--- config.mk ---
export PLATFORM = sky130hd
export DESIGN_NAME = mem_arbiter
export DESIGN_NICKNAME = d
export VERILOG_FILES = /design/src/rtl/scc_mem_pkg.sv /design/src/rtl/arb_starve_sel.sv /design/src/rtl/mem_arbiter.sv
export SDC_FILE = /design/constraint.sdc
export NUM_CORES = 1
export LEC_CHECK = 0
export BUFFER_PORTS_ARGS = -buffer_cell sky130_fd_sc_hd__buf_2
export CORE_ASPECT_RATIO = 0.75
export CORE_MARGIN = 2
export CORE_UTILIZATION = 45
export CTS_CLUSTER_DIAMETER = 150
export DETAILED_ROUTE_END_ITERATION = 8
export PLACE_DENSITY = 0.82
export SLEW_MARGIN = 20
export SYNTH_ARGS = -nofsm -noshare
export SYNTH_HDL_FRONTEND = slang
export SYNTH_SLANG_ARGS = --single-unit
--- constraint.sdc ---
create_clock -name clk -period 5.53 [get_ports clk]
set_input_delay 1.106 -clock clk [delete_from_list [all_inputs] [get_ports clk]]
set_output_delay 1.106 -clock clk [all_outputs]
set_load 0.1 [all_outputs]
--- src/rtl/scc_mem_pkg.sv ---
// Shared types and default parameters for the fetch/data memory arbiter.
package scc_mem_pkg;

    localparam int DEF_ADDR_W       = 32;
    localparam int DEF_DATA_W       = 32;
    localparam int DEF_STARVE_LIMIT = 4;

    typedef enum logic [1:0] {
        ST_IDLE   = 2'd0,
        ST_BUSY_I = 2'd1,
        ST_BUSY_D = 2'd2,
        ST_RESP   = 2'd3
    } state_t;

endpackage

--- src/rtl/arb_starve_sel.sv ---
// Winner select between fetch and data, with a starvation counter that hands
// the port to fetch after STARVE_LIMIT consecutive contested losses.
module arb_starve_sel
    import scc_mem_pkg::*;
#(
    parameter int STARVE_LIMIT = DEF_STARVE_LIMIT,
    parameter int CNT_W        = (STARVE_LIMIT < 1) ? 1 : $clog2(STARVE_LIMIT + 1)
) (
    input  logic clk,
    input  logic reset,
    input  logic i_arb_en,
    input  logic i_fetch_req,
    input  logic i_data_req,
    output logic o_grant_fetch,
    output logic o_grant_data
);

    localparam logic [CNT_W-1:0] LIMIT_C = CNT_W'(STARVE_LIMIT);

    logic [CNT_W-1:0] r_starve_cnt;
    logic             w_force_fetch;

    always_comb begin
        w_force_fetch = i_fetch_req && (r_starve_cnt == LIMIT_C);
        o_grant_data  = i_data_req && !w_force_fetch;
        o_grant_fetch = i_fetch_req && !o_grant_data;
    end

    // Counts only contested arbitrations that data wins; saturates at the limit.
    always_ff @(posedge clk or posedge reset) begin
        if (reset) begin
            r_starve_cnt <= '0;
        end else if (i_arb_en) begin
            if (o_grant_fetch) begin
                r_starve_cnt <= '0;
            end else if (i_fetch_req && o_grant_data && (r_starve_cnt != LIMIT_C)) begin
                r_starve_cnt <= r_starve_cnt + CNT_W'(1);
            end
        end
    end

endmodule

--- src/rtl/mem_arbiter.sv ---
// Shares one memory port between instruction fetch and data access.
// state | meaning: IDLE arbitrate | BUSY_I fetch on port | BUSY_D data on port | RESP pulse valid/done
module mem_arbiter
    import scc_mem_pkg::*;
#(
    parameter int ADDR_W       = DEF_ADDR_W,
    parameter int DATA_W       = DEF_DATA_W,
    parameter int STARVE_LIMIT = DEF_STARVE_LIMIT
) (
    input  logic              clk,
    input  logic              reset,
    input  logic              in_mem_en,
    input  logic [ADDR_W-1:0] in_mem_addr,
    output logic [DATA_W-1:0] in_mem,
    output logic              in_mem_valid,
    input  logic              data_read,
    input  logic              data_write,
    input  logic [ADDR_W-1:0] data_addr,
    input  logic [DATA_W-1:0] data_out,
    output logic [DATA_W-1:0] data_in,
    output logic              data_done,
    output logic              mem_req,
    output logic              mem_we,
    output logic [ADDR_W-1:0] mem_addr,
    output logic [DATA_W-1:0] mem_wdata,
    input  logic [DATA_W-1:0] mem_rdata,
    input  logic              mem_ready
);

    state_t            r_state;
    state_t            w_next;
    logic              r_we;
    logic              r_resp_fetch;
    logic [ADDR_W-1:0] r_addr;
    logic [DATA_W-1:0] r_wdata;
    logic [DATA_W-1:0] r_in_mem;
    logic [DATA_W-1:0] r_data_in;
    logic              w_data_req;
    logic              w_arb_en;
    logic              w_grant_fetch;
    logic              w_grant_data;

    assign w_data_req = data_read | data_write;
    assign w_arb_en   = (r_state == ST_IDLE);

    arb_starve_sel #(
        .STARVE_LIMIT (STARVE_LIMIT)
    ) u_sel (
        .clk           (clk),
        .reset         (reset),
        .i_arb_en      (w_arb_en),
        .i_fetch_req   (in_mem_en),
        .i_data_req    (w_data_req),
        .o_grant_fetch (w_grant_fetch),
        .o_grant_data  (w_grant_data)
    );

    always_ff @(posedge clk or posedge reset) begin
        if (reset) begin
            r_state <= ST_IDLE;
        end else begin
            r_state <= w_next;
        end
    end

    always_comb begin
        w_next       = r_state;
        mem_req      = 1'b0;
        in_mem_valid = 1'b0;
        data_done    = 1'b0;
        case (r_state)
            ST_IDLE: begin
                if (w_grant_data) begin
                    w_next = ST_BUSY_D;
                end else if (w_grant_fetch) begin
                    w_next = ST_BUSY_I;
                end
            end
            ST_BUSY_I, ST_BUSY_D: begin
                mem_req = 1'b1;
                if (mem_ready) begin
                    w_next = ST_RESP;
                end
            end
            ST_RESP: begin
                w_next = ST_IDLE;
                if (r_resp_fetch) begin
                    in_mem_valid = 1'b1;
                end else begin
                    data_done = 1'b1;
                end
            end
            default: w_next = ST_IDLE;
        endcase
    end

    // Request fields are latched at the grant so the port stays stable even if
    // the requester changes or drops its inputs mid-access.
    always_ff @(posedge clk or posedge reset) begin
        if (reset) begin
            r_we         <= 1'b0;
            r_resp_fetch <= 1'b0;
            r_addr       <= '0;
            r_wdata      <= '0;
            r_in_mem     <= '0;
            r_data_in    <= '0;
        end else begin
            if (r_state == ST_IDLE) begin
                if (w_grant_data) begin
                    r_we         <= data_write;
                    r_addr       <= data_addr;
                    r_wdata      <= data_out;
                    r_resp_fetch <= 1'b0;
                end else if (w_grant_fetch) begin
                    r_we         <= 1'b0;
                    r_addr       <= in_mem_addr;
                    r_resp_fetch <= 1'b1;
                end
            end
            if (mem_ready && (r_state == ST_BUSY_I)) begin
                r_in_mem <= mem_rdata;
            end
            if (mem_ready && (r_state == ST_BUSY_D) && !r_we) begin
                r_data_in <= mem_rdata;
            end
        end
    end

    assign mem_we    = mem_req && r_we;
    assign mem_addr  = r_addr;
    assign mem_wdata = r_wdata;
    assign in_mem    = r_in_mem;
    assign data_in   = r_data_in;

endmodule

; Word level (Yosys, flattened, before mapping)
; Index checks and enable logic that the tools add are counted.
[totals]
wordCells = 54
reg_bits = 135
input_bits = 134
out_inout_bits = 132
[op_classes]
add_sub_neg = 1
n_reduce_logical = 20
n_bitwise = 1
eq_ne = 7
muxes = 17
[op_table]
columns = op, count
row1 = $mux 32, 2
row2 = $logic_and 1x1->1, 9
row3 = $mux 1, 9
row4 = $reduce_and 2->1, 4
row5 = $mux 2, 3
row6 = $mux 3, 2
row7 = $ne 3x3->1 const B, 2
row8 = $pmux 2 s3, 1
row9 = $eq 2x2->1 const B, 2
row10 = $reduce_bool 2->1, 2
row11 = $add 3x1->3 const B, 1
row12 = $eq 3x3->1 const B, 1
row13 = $logic_not 1->1, 3
row14 = $eq 2x1->1 const B, 1
row15 = $logic_not 2->1, 1
row16 = $ne 2x2->1 const B, 1
row17 = $reduce_or 2->1, 1
row18 = $or 1x1->1, 1

; Logic depth before layout (Yosys ltp)
; Gate-level depths: netlist of run 1.
[depth]
ltp_word = 9
ltp_mapped = 7
mapped_depth_nobuf = 5

; By module
; From an unflattened synthesis of run 1, not the netlist that was laid out.
[hier_totals]
cells_unflattened = 395
hier_area_um2 = 5527.8
[modules_own_cells]
columns = mod, n_inst, cells_each, area_each_um2, seq_area_each_um2
row1 = mem_arbiter, 1, 373, 5307.6, 3303.2
row2 = arb_starve_sel, 1, 22, 220.2, 75.1

; Worst setup path before layout of run 1
; Ideal clock, no wire load.
[synth_timing]
path_type = reg2out
start = register r_state[0]
end = output port mem_we
stages_incl_launch_ff = 4
n_path_buf = 0
arrival_ns = 2.205
t_required_ns = 4.424
path_slack_ns = 2.219
cell_sequence = dfrtp_1 -> inv_1 -> ha_1 -> and2_1
[synth_between]
elab_chain_cells = 4
elab_cells_between_ends = 5
classes_between = eq/ne: 2 / mux: 1 / reduce/logical: 2
[synth_lines]
columns = element, line_no
row1 = from (decl), mem_arbiter.sv:30  ; state_t r_state;
row2 = from (signal assigned), mem_arbiter.sv:62  ; r_state <= w_next;
row3 = $eq 2x1->1 / $eq 2x2->1 (equally long branches), mem_arbiter.sv:71  ; case (r_state)
row4 = $reduce_or 2->1 (*), mem_arbiter.sv:71
row5 = $mux 1 (*), mem_arbiter.sv:71
row6 = via mem_req, mem_arbiter.sv:22  ; output logic mem_req,
row7 = $logic_and 1x1->1 (*), mem_arbiter.sv:129  ; assign mem_we = mem_req && r_we;
row8 = to (decl), mem_arbiter.sv:23  ; output logic mem_we,
; The timed path passes the listed nets; every way through them passes the cells marked *.

; Final worst setup path of run 1
[layout_timing]
start = register r_state[0]
end = output port mem_we
[layout_between]
elab_chain_cells = 4
elab_cells_between_ends = 5
classes_between = eq/ne: 2 / mux: 1 / reduce/logical: 2
[layout_lines]
columns = element, line_no
row1 = $eq 2x1->1 / $eq 2x2->1 (equally long branches), mem_arbiter.sv:71
row2 = $reduce_or 2->1 (*), mem_arbiter.sv:71
row3 = $mux 1 (*), mem_arbiter.sv:71
row4 = $logic_and 1x1->1 (*), mem_arbiter.sv:129
; Every way passes the cells marked *; elsewhere a longest branch is shown, timed or not.

==> results of run 1 <==
-- flip-flops by register name, indices dropped and copies added (netlist names) --
signal / count
data_in: 32
u_sel.r_starve_cnt: 3
mem_wdata: 32
mem_addr: 32
r_state: 2
in_mem: 32
r_we: 1
r_resp_fetch: 1
-- worst max path at each step --
| stage | cells past startpoint | slack, ps | to | startpoint |
|---|---|---|---|---|
| 4_1_cts | 4 | 2600 | mem_we | r_state[0] |
| 3_3_place_gp | 4 | 2400 | mem_wdata[31] | in_mem_en |
| 2_1_floorplan | 1 | 810 | data_in[0] | reset |
| 5_1_grt | 4 | 2490 | mem_we | r_state[0] |
| 3_5_place_dp | 4 | 2300 | mem_wdata[30] | in_mem_en |
| 6_report | 4 | 2610 | mem_we | r_state[0] |
-- critical path: cells and delay by family, from the launching register on --
kind          cells  cell delay [ps]
fa+ha+maj         1              350
buf+inv           2              520
flops             1              410
simple gates      1              130
-- metal layers --
metal / global-route usage (%) / share of wire (%)
met4: 7.04 / 1.5
met2: 36.3 / 50
met3: 5.31 / 7.4
met1: 26.7 / 41
met5: 0 / 0.090
-- cell type report --
type,instances,area share [%]
multi-input cells,263,27.9
well taps,166,2.69
clock inverters,13,1.91
inverters,8,0.422
flip-flops and latches,135,43.8
clock buffers,19,5.61
repair buffers,269,17.6
diodes,1,0.0324
-- metrics by stage --
| stage | cells | instance area, µm² | setup slack (ps) | hold slack, ps |
|---|---|---|---|---|
| 5_1_grt | 874 | 7710 | 2490 | 511 |
| 3_3_place_gp | 841 | 7120 | 2400 | 481 |
| 3_5_place_dp | 841 | 7120 | 2300 | 488 |
| 2_1_floorplan | 436 | 5720 | 813 | 475 |
| 4_1_cts | 873 | 7700 | 2600 | 501 |
| 6_report | 874 | 7710 | 2610 | 498 |
-- cell families after synthesis --
| logic type | count (synthesis) |
|---|---|
| AND/OR/NAND/NOR | 84 |
| multiplexers | 98 |
| adder cells (fa/ha/maj) | 7 |
| buffers and inverters | 38 |
| flip-flops | 135 |
| AO/OA/AOI/OAI | 74 |
-- cell usage in the layout, fill, tap and decap left out, drive strengths merged, types with 2 or more instances in the layout --
cell,count
buf,269
and2,2
bufinv,2
a31oi,34
nor2b,3
clkinv,4
clkinvlp,4
a21oi,2
clkbuf,19
inv,11
dfrtp,135
nand2,3
nor2,35
mux2,97
ha,7
nand3,37
o21ai,34
==> results_dict.tcl, run 1 <==
set metrics [dict create \
    gp_congestion 0.830 \
    synth_top_area_share_pct 59.1 \
    first_global_vias 4465 \
    dieHeight_um 102 \
    r2r_cells 5 \
    finalHoldViolCount 0 \
    synth_cell_types 30 \
    n_fill_cell 997 \
    seq_area_um2 3380 \
    drt_pre_antenna_iters 6 \
    holdPathStages 1 \
    ios 266 \
    cts_hold_buf 0 \
    port_buffers 265 \
    hold_path.startpoint "data_in[25]" \
    finalSetupTns_ps 0 \
    clock.fmax_mhz 342 \
    ys_top_cells_by_area "dfrtp_1, mux2_2, mux2_4" \
    first_iter_violations 198 \
    yosysSeqAreaShare_pct 59.1 \
    finClkSkew_ps 8.62 \
    timing_worst_setup_path_type "reg -> out" \
    synth-seq-cells 135 \
    via_per_inst 5.14 \
    worstSkewPairLatency_ps 410 \
    num_vias 4488 \
    drive_above_1_share_pct 56.9 \
    critPathArrivalTime_ps 1810 \
    areaGrowthSynthToFinish_pct 35.0 \
    antenna_left 0 \
    worst_path_max_delay_cell "buf_2" \
    async_reset_ff_share_pct 100 \
    drv_cap 0 \
    cp.required_ps 4420 \
    fin_crit_ps 2920 \
    r2r_slack_ps 2940 \
    grt_max_degree 66 \
    setup_viol 0 \
    period_share_pct 52.8 \
    r2r_end "mem_wdata[31]" \
    synthSimpleGateAreaFrac_pct 7.07 \
    cp-end-kind "primary output" \
    synth_xor_area_share_pct 0 \
    cts_tree "yes" \
    synth_fa_ha_area_share_pct 1.53 \
    critical_path.cell_chain "inv_1 > ha_1 > and2_1 > buf_2" \
    std_cell_rows 35 \
    clk_path_buf_depth 2 \
    die_w_um 134 \
    finalNetCount 835 \
    start_util_pct 46.3 \
    min_path_type "reg -> reg" \
    gr-usage-all-layers_pct 21.2 \
    synth_top_family_by_area "multiplexers" \
    grt_pass1_wl_um 22700 \
    routed_wl_um 14500 \
    clock_sinks 135 \
    yosys-mux-area-fraction_pct 21.3 \
    multi_input_area_um2 2160 \
    drcViolationCount 0 \
    relSlewSlack_pct 28.2 \
    hold_end "data_in[25]" \
    synth-main-ff-cell "dfrtp_1" \
    netlist_instances 436 \
    avgSynthCellArea_um2 13.1 \
    cp-start-kind "flop" \
    slowest_delay_ps 420 \
    yosysTopAreaCell "dfrtp_1" \
    outcome "finished clean" \
    final_core_util_pct 62.5 \
    dp.final_hpwl_um 10300 \
    dieArea_um2 13600 \
    routedWlPerCell_um 16.6 \
    synth.most_common_cell "dfrtp_1" \
    worst_pin_slew_ps 1080 \
    synth_nets 577 \
    core_um2 12300 \
    cts_setup_buffers 0 \
    rsz0062_at_grt "false" \
    numCtsBuffers 17 \
    cts-root-buf "clkbuf_16" \
    synth_edf_count 0 \
    synth_common_cells "dfrtp_1, mux2_2, nand3_1, nor2_1, a31oi_1" \
    syn-cell-area_um2 5720 \
    overflow 0 \
    r2r_start "u_sel.r_starve_cnt[0]" \
    cts_resized 0 \
    worst-path-max-fanout 5 \
    clk_pin_slew_worst_paths_ps 60 \
    slew_viol_final 0 \
    yosysWarnings 0 \
    antenna_found_initial 2 \
    synth_compound_area_share_pct 7.49 \
    htree_num_levels 4 \
]
Power of run 1 is left out: the tool's default activity adds up to more than one toggle a clock period on the data nets, which glitch-free logic cannot reach.
==> run 2: changes to the inputs <==
clock period = 2.96 ns   (was 5.53 ns; I/O delays follow)
==> run 2 against run 1 <==
Compared with the run above: routed wire length decreased by 1.9%; final cell count increased by 0.23%; clock skew increased by 1.2 ps; first-iteration DRC count decreased by 23%; largest cell class unchanged.
==> results_dict.tcl, run 2 (synthesized netlist as in run 1, its figures left out) <==
set metrics [dict create \
    cts_setup_buffers 0 \
    first_iter_violations 152 \
    areaGrowthSynthToFinish_pct 36.1 \
    relSlewSlack_pct 43.4 \
    slew_viol_final 0 \
    outcome "finished clean" \
    antenna_left 0 \
    num_vias 4457 \
    numCtsBuffers 17 \
    r2r_slack_ps 890 \
    drt_pre_antenna_iters 5 \
    dieHeight_um 102 \
    first_global_vias 4562 \
    finClkSkew_ps 9.87 \
    r2r_cells 4 \
    dieArea_um2 13600 \
    most-common-layout-cells "buf_2, dfrtp_1, mux2_2" \
    rsz0062_at_grt "false" \
    start_util_pct 46.3 \
    cts_hold_buf 0 \
    routedWlPerCell_um 16.3 \
    finalHoldViolCount 0 \
    cts_resized 0 \
    antenna_cells 0 \
    ios 266 \
    drt-met1-wl_um 5910 \
    dp.final_hpwl_um 10600 \
    clk_path_buf_depth 2 \
    wl_met2_um 7240 \
    cts_tree "yes" \
    drive_above_1_share_pct 57.2 \
    r2r_end "mem_wdata[0]" \
    route.met3.wl_um 881 \
    fin_worst_hold_slack_ps 194 \
    port_buffers 265 \
    clock_sinks 135 \
    n_fill_cell 1006 \
    clk_pin_slew_worst_paths_ps 60 \
    cp.required_ps 2370 \
    gp_congestion 0.854 \
    finalNetCount 840 \
    via_per_inst 5.09 \
    setup_viol 0 \
    critPathArrivalTime_ps 1790 \
    grt_pass1_wl_um 22600 \
    std_cell_rows 35 \
    worstSkewPairLatency_ps 390 \
    period_share_pct 80.5 \
    gr-usage-all-layers_pct 21.1 \
    htree_num_levels 4 \
    final_common_cell "buf_2" \
    grt_max_degree 67 \
    fin_ws_ps 578 \
    r2r_start "r_state[1]" \
    final_core_util_pct 63.0 \
    antenna_found_initial 0 \
    fin_crit_ps 2380 \
    clock.fmax_mhz 420 \
    dp_slack_ps 893 \
    timing_worst_setup_path_type "reg -> out" \
    finalSetupTns_ps 0 \
    drcViolationCount 0 \
    min_path_type "in -> async" \
    drv_cap 0 \
    worst_pin_slew_ps 847 \
    core_um2 12300 \
    overflow 0 \
    cp-end-kind "primary output" \
    cts-root-buf "clkbuf_16" \
    routed_wl_um 14300 \
    die_w_um 134 \
    worst-path-max-fanout 5 \
    cp-start-kind "flop" \
    top_layer_used "met4" \
]
[run 2: cell count changes in the layout (fill, tap and decap cells not counted), sizes merged]
| cell | before | now |
|---|---|---|
| clkinvlp | 4 | 1 |
| diode | 1 | 0 |
| inv | 11 | 8 |
| clkinv | 4 | 7 |
| bufinv | 2 | 4 |
| buf | 269 | 274 |
| clkbuf | 19 | 18 |
[run 2: metrics by stage]
stage / area (µm²) / instances
global placement: 7170 / 846
global route: 7780 / 876
detailed placement: 7170 / 846
CTS: 7780 / 876
floorplan: 5720 / 436
finish: 7780 / 876
[run 2: how the worst max path moves through the flow]
| stage | depth (start not counted) | slack, ps | to | startpoint |
|---|---|---|---|---|
| after floorplan | 3 | 160 | mem_we | r_state[0] |
| after global placement | 3 | 940 | data_in[3] | mem_ready |
| after detailed placement | 3 | 890 | data_in[0] | mem_ready |
| after CTS | 4 | 550 | mem_we | r_state[0] |
| after global routing | 4 | 480 | mem_we | r_state[0] |
| final | 4 | 580 | mem_we | r_state[0] |
[run 2: layout make-up]
cell class | instances | area (µm²) | area share (%)
Clock buffer | 18 | 429 | 5.52
Clock inverter | 12 | 179 | 2.30
Inverter | 8 | 33.8 | 0.434
Multi-Input combinational cell | 263 | 2140 | 27.6
Sequential cell | 135 | 3380 | 43.4
Tap cell | 166 | 208 | 2.67
Timing Repair Buffer | 274 | 1410 | 18.1
[run 2: worst max-delay path, cell delays in order, from the launching register on]
cell	delay, ps
dfrtp_1	390
inv_1	90
ha_1	360
and2_1	140
buf_2	420
[run 2: layer usage]
metal	track usage, %	vias up
li1	-	2082
met1	25.8	2169
met2	37.2	188
met3	5.26	18
met4	7.04	0
met5	0	-
Power of run 2 is left out for the same reason.
==> run 3: changes to the inputs <==
CORE_UTILIZATION = 42   (was 45)
PLACE_DENSITY = 0.8   (was 0.82)
clock period = 2.1 ns   (was 2.96 ns; I/O delays follow)
==> run 3 against run 2 <==
Compared with the run above: routed wire length grew 6.9%; count of clock-buffer cells in the layout grew 2; worst hold slack lost 68 ps; non-clock buffer count grew 2; worst setup slack lost 500 ps; critical path depth is the same; die area grew 6.9%; via count grew 2.7%; register-to-register slack lost 640 ps; highest routed layer is now met5; core utilization shrank 2.7 points; global-route usage shrank 0.40 points; sequential share of layout area shrank 0.81 points.
==> results_dict.tcl, run 3 (synthesized netlist as in run 1, its figures left out) <==
set metrics [dict create \
    cp.required_ps 1680 \
    critPathArrivalTime_ps 1600 \
    htree_num_levels 4 \
    final_area_um2 7930 \
    core_um2 13200 \
    slew_viol_final 0 \
    finalSetupTns_ps 0 \
    port_buffers 265 \
    finalNetCount 842 \
    overflow 0 \
    dp_slack_ps 236 \
    clk_path_buf_depth 2 \
    multi_input_area_um2 2150 \
    worst-path-max-fanout 5 \
    grt_pass1_wl_um 24100 \
    cp-end-kind "primary output" \
    drcViolationCount 0 \
    worst_pin_slew_ps 513 \
    via_per_inst 5.17 \
    stdcell_count 886 \
    finalHoldViolCount 0 \
    clk_pin_slew_worst_paths_ps 60 \
    dp.final_hpwl_um 11000 \
    drt_pre_antenna_iters 5 \
    start_util_pct 43.5 \
    cts_setup_buffers 0 \
    areaGrowthSynthToFinish_pct 38.7 \
    finClkSkew_ps 8.29 \
    clock_sinks 135 \
    dp.cells 853 \
    cp-start-kind "flop" \
    fin_ws_ps 80.7 \
    routedWlPerCell_um 17.2 \
    dieArea_um2 14600 \
    relSlewSlack_pct 66.1 \
    setup_viol 0 \
    numCtsBuffers 17 \
    fin_crit_ps 2020 \
    seq_area_um2 3380 \
    cts_tree "yes" \
    antenna_found_initial 1 \
    worstSkewPairLatency_ps 400 \
    routed_wl_um 15200 \
    period_share_pct 96.2 \
    drv_cap 0 \
    first_global_vias 4687 \
    dpl_cell_area_um2 7270 \
    most-common-layout-cells "buf_2, dfrtp_1, mux2_2" \
    first_iter_violations 242 \
    std_cell_rows 36 \
    die_w_um 139 \
    num_vias 4578 \
    clock.fmax_mhz 495 \
    dieHeight_um 105 \
    rsz0062_at_grt "false" \
    timing_worst_setup_path_type "reg -> out" \
    gp_congestion 0.883 \
    grt_max_degree 78 \
    cts-root-buf "clkbuf_16" \
    ios 266 \
    outcome "finished clean" \
    gr-usage-all-layers_pct 20.7 \
    final_common_cell "buf_2" \
    min_path_type "in -> async" \
    drive_above_1_share_pct 57.4 \
    n_fill_cell 1032 \
    antenna_left 0 \
]
run 3: cell types whose count changed in the layout (fill, tap and decap cells not counted), moves of 2 or more:
cell / delta
buf_2: -2
buf_12: +7
buf_4: -3
clkinv_4: -3
clkbuf_1: +2
clkinvlp_4: +3
run 3: metal layers:
metal	track usage, %	up-vias	part of all wire (%)
met1	25.5	2249	42
li1	-	2087	-
met2	34.5	220	50
met5	0	-	0.079
met4	7.86	2	1.2
met3	6.28	20	7.1
run 3: repair_timing:
action	in CTS	in global routing
cloned	0	0
endpoints found under the setup margin	2	1
hold buffers	0	0
resized for setup	3	2
pin swaps	0	0
run 3: layout make-up:
class	instances	share of cell area, %
tap	171	2.70
antenna	1	0.0316
inverter	8	0.426
clock inverter	12	2.53
timing repair buffer	276	19.1
sequential	135	42.6
clock buffer	20	5.51
multi-input combinational	263	27.1
run 3: stage by stage:
stage	hold WS [ps]	util (%)
after floorplan	475	-
after global placement	482	55.3
after detailed placement	488	55.3
after CTS	126	60.2
after global routing	138	60.2
final	126	60.3
run 3: path summary, 6_finish.rpt:
kind / from / endpoint / slack, ps / cells past startpoint
max in group asynchronous: reset / in_mem[14] / 1600 / 3
min: reset / mem_wdata[22] / 130 / 3
max reg2reg: r_state[1] / mem_wdata[1] / 250 / 5
min in group clk: data_out[26] / mem_wdata[26] / 240 / 2
min reg2reg: in_mem[12] / in_mem[12] / 500 / 1
max: r_state[1] / mem_we / 80 / 4
run 3: worst max-delay path: stages (launching register included):
cell	delay, ps
dfrtp_1	380
inv_1	110
ha_2	380
and2_4	160
buf_12	160
Power of run 3 is left out for the same reason.
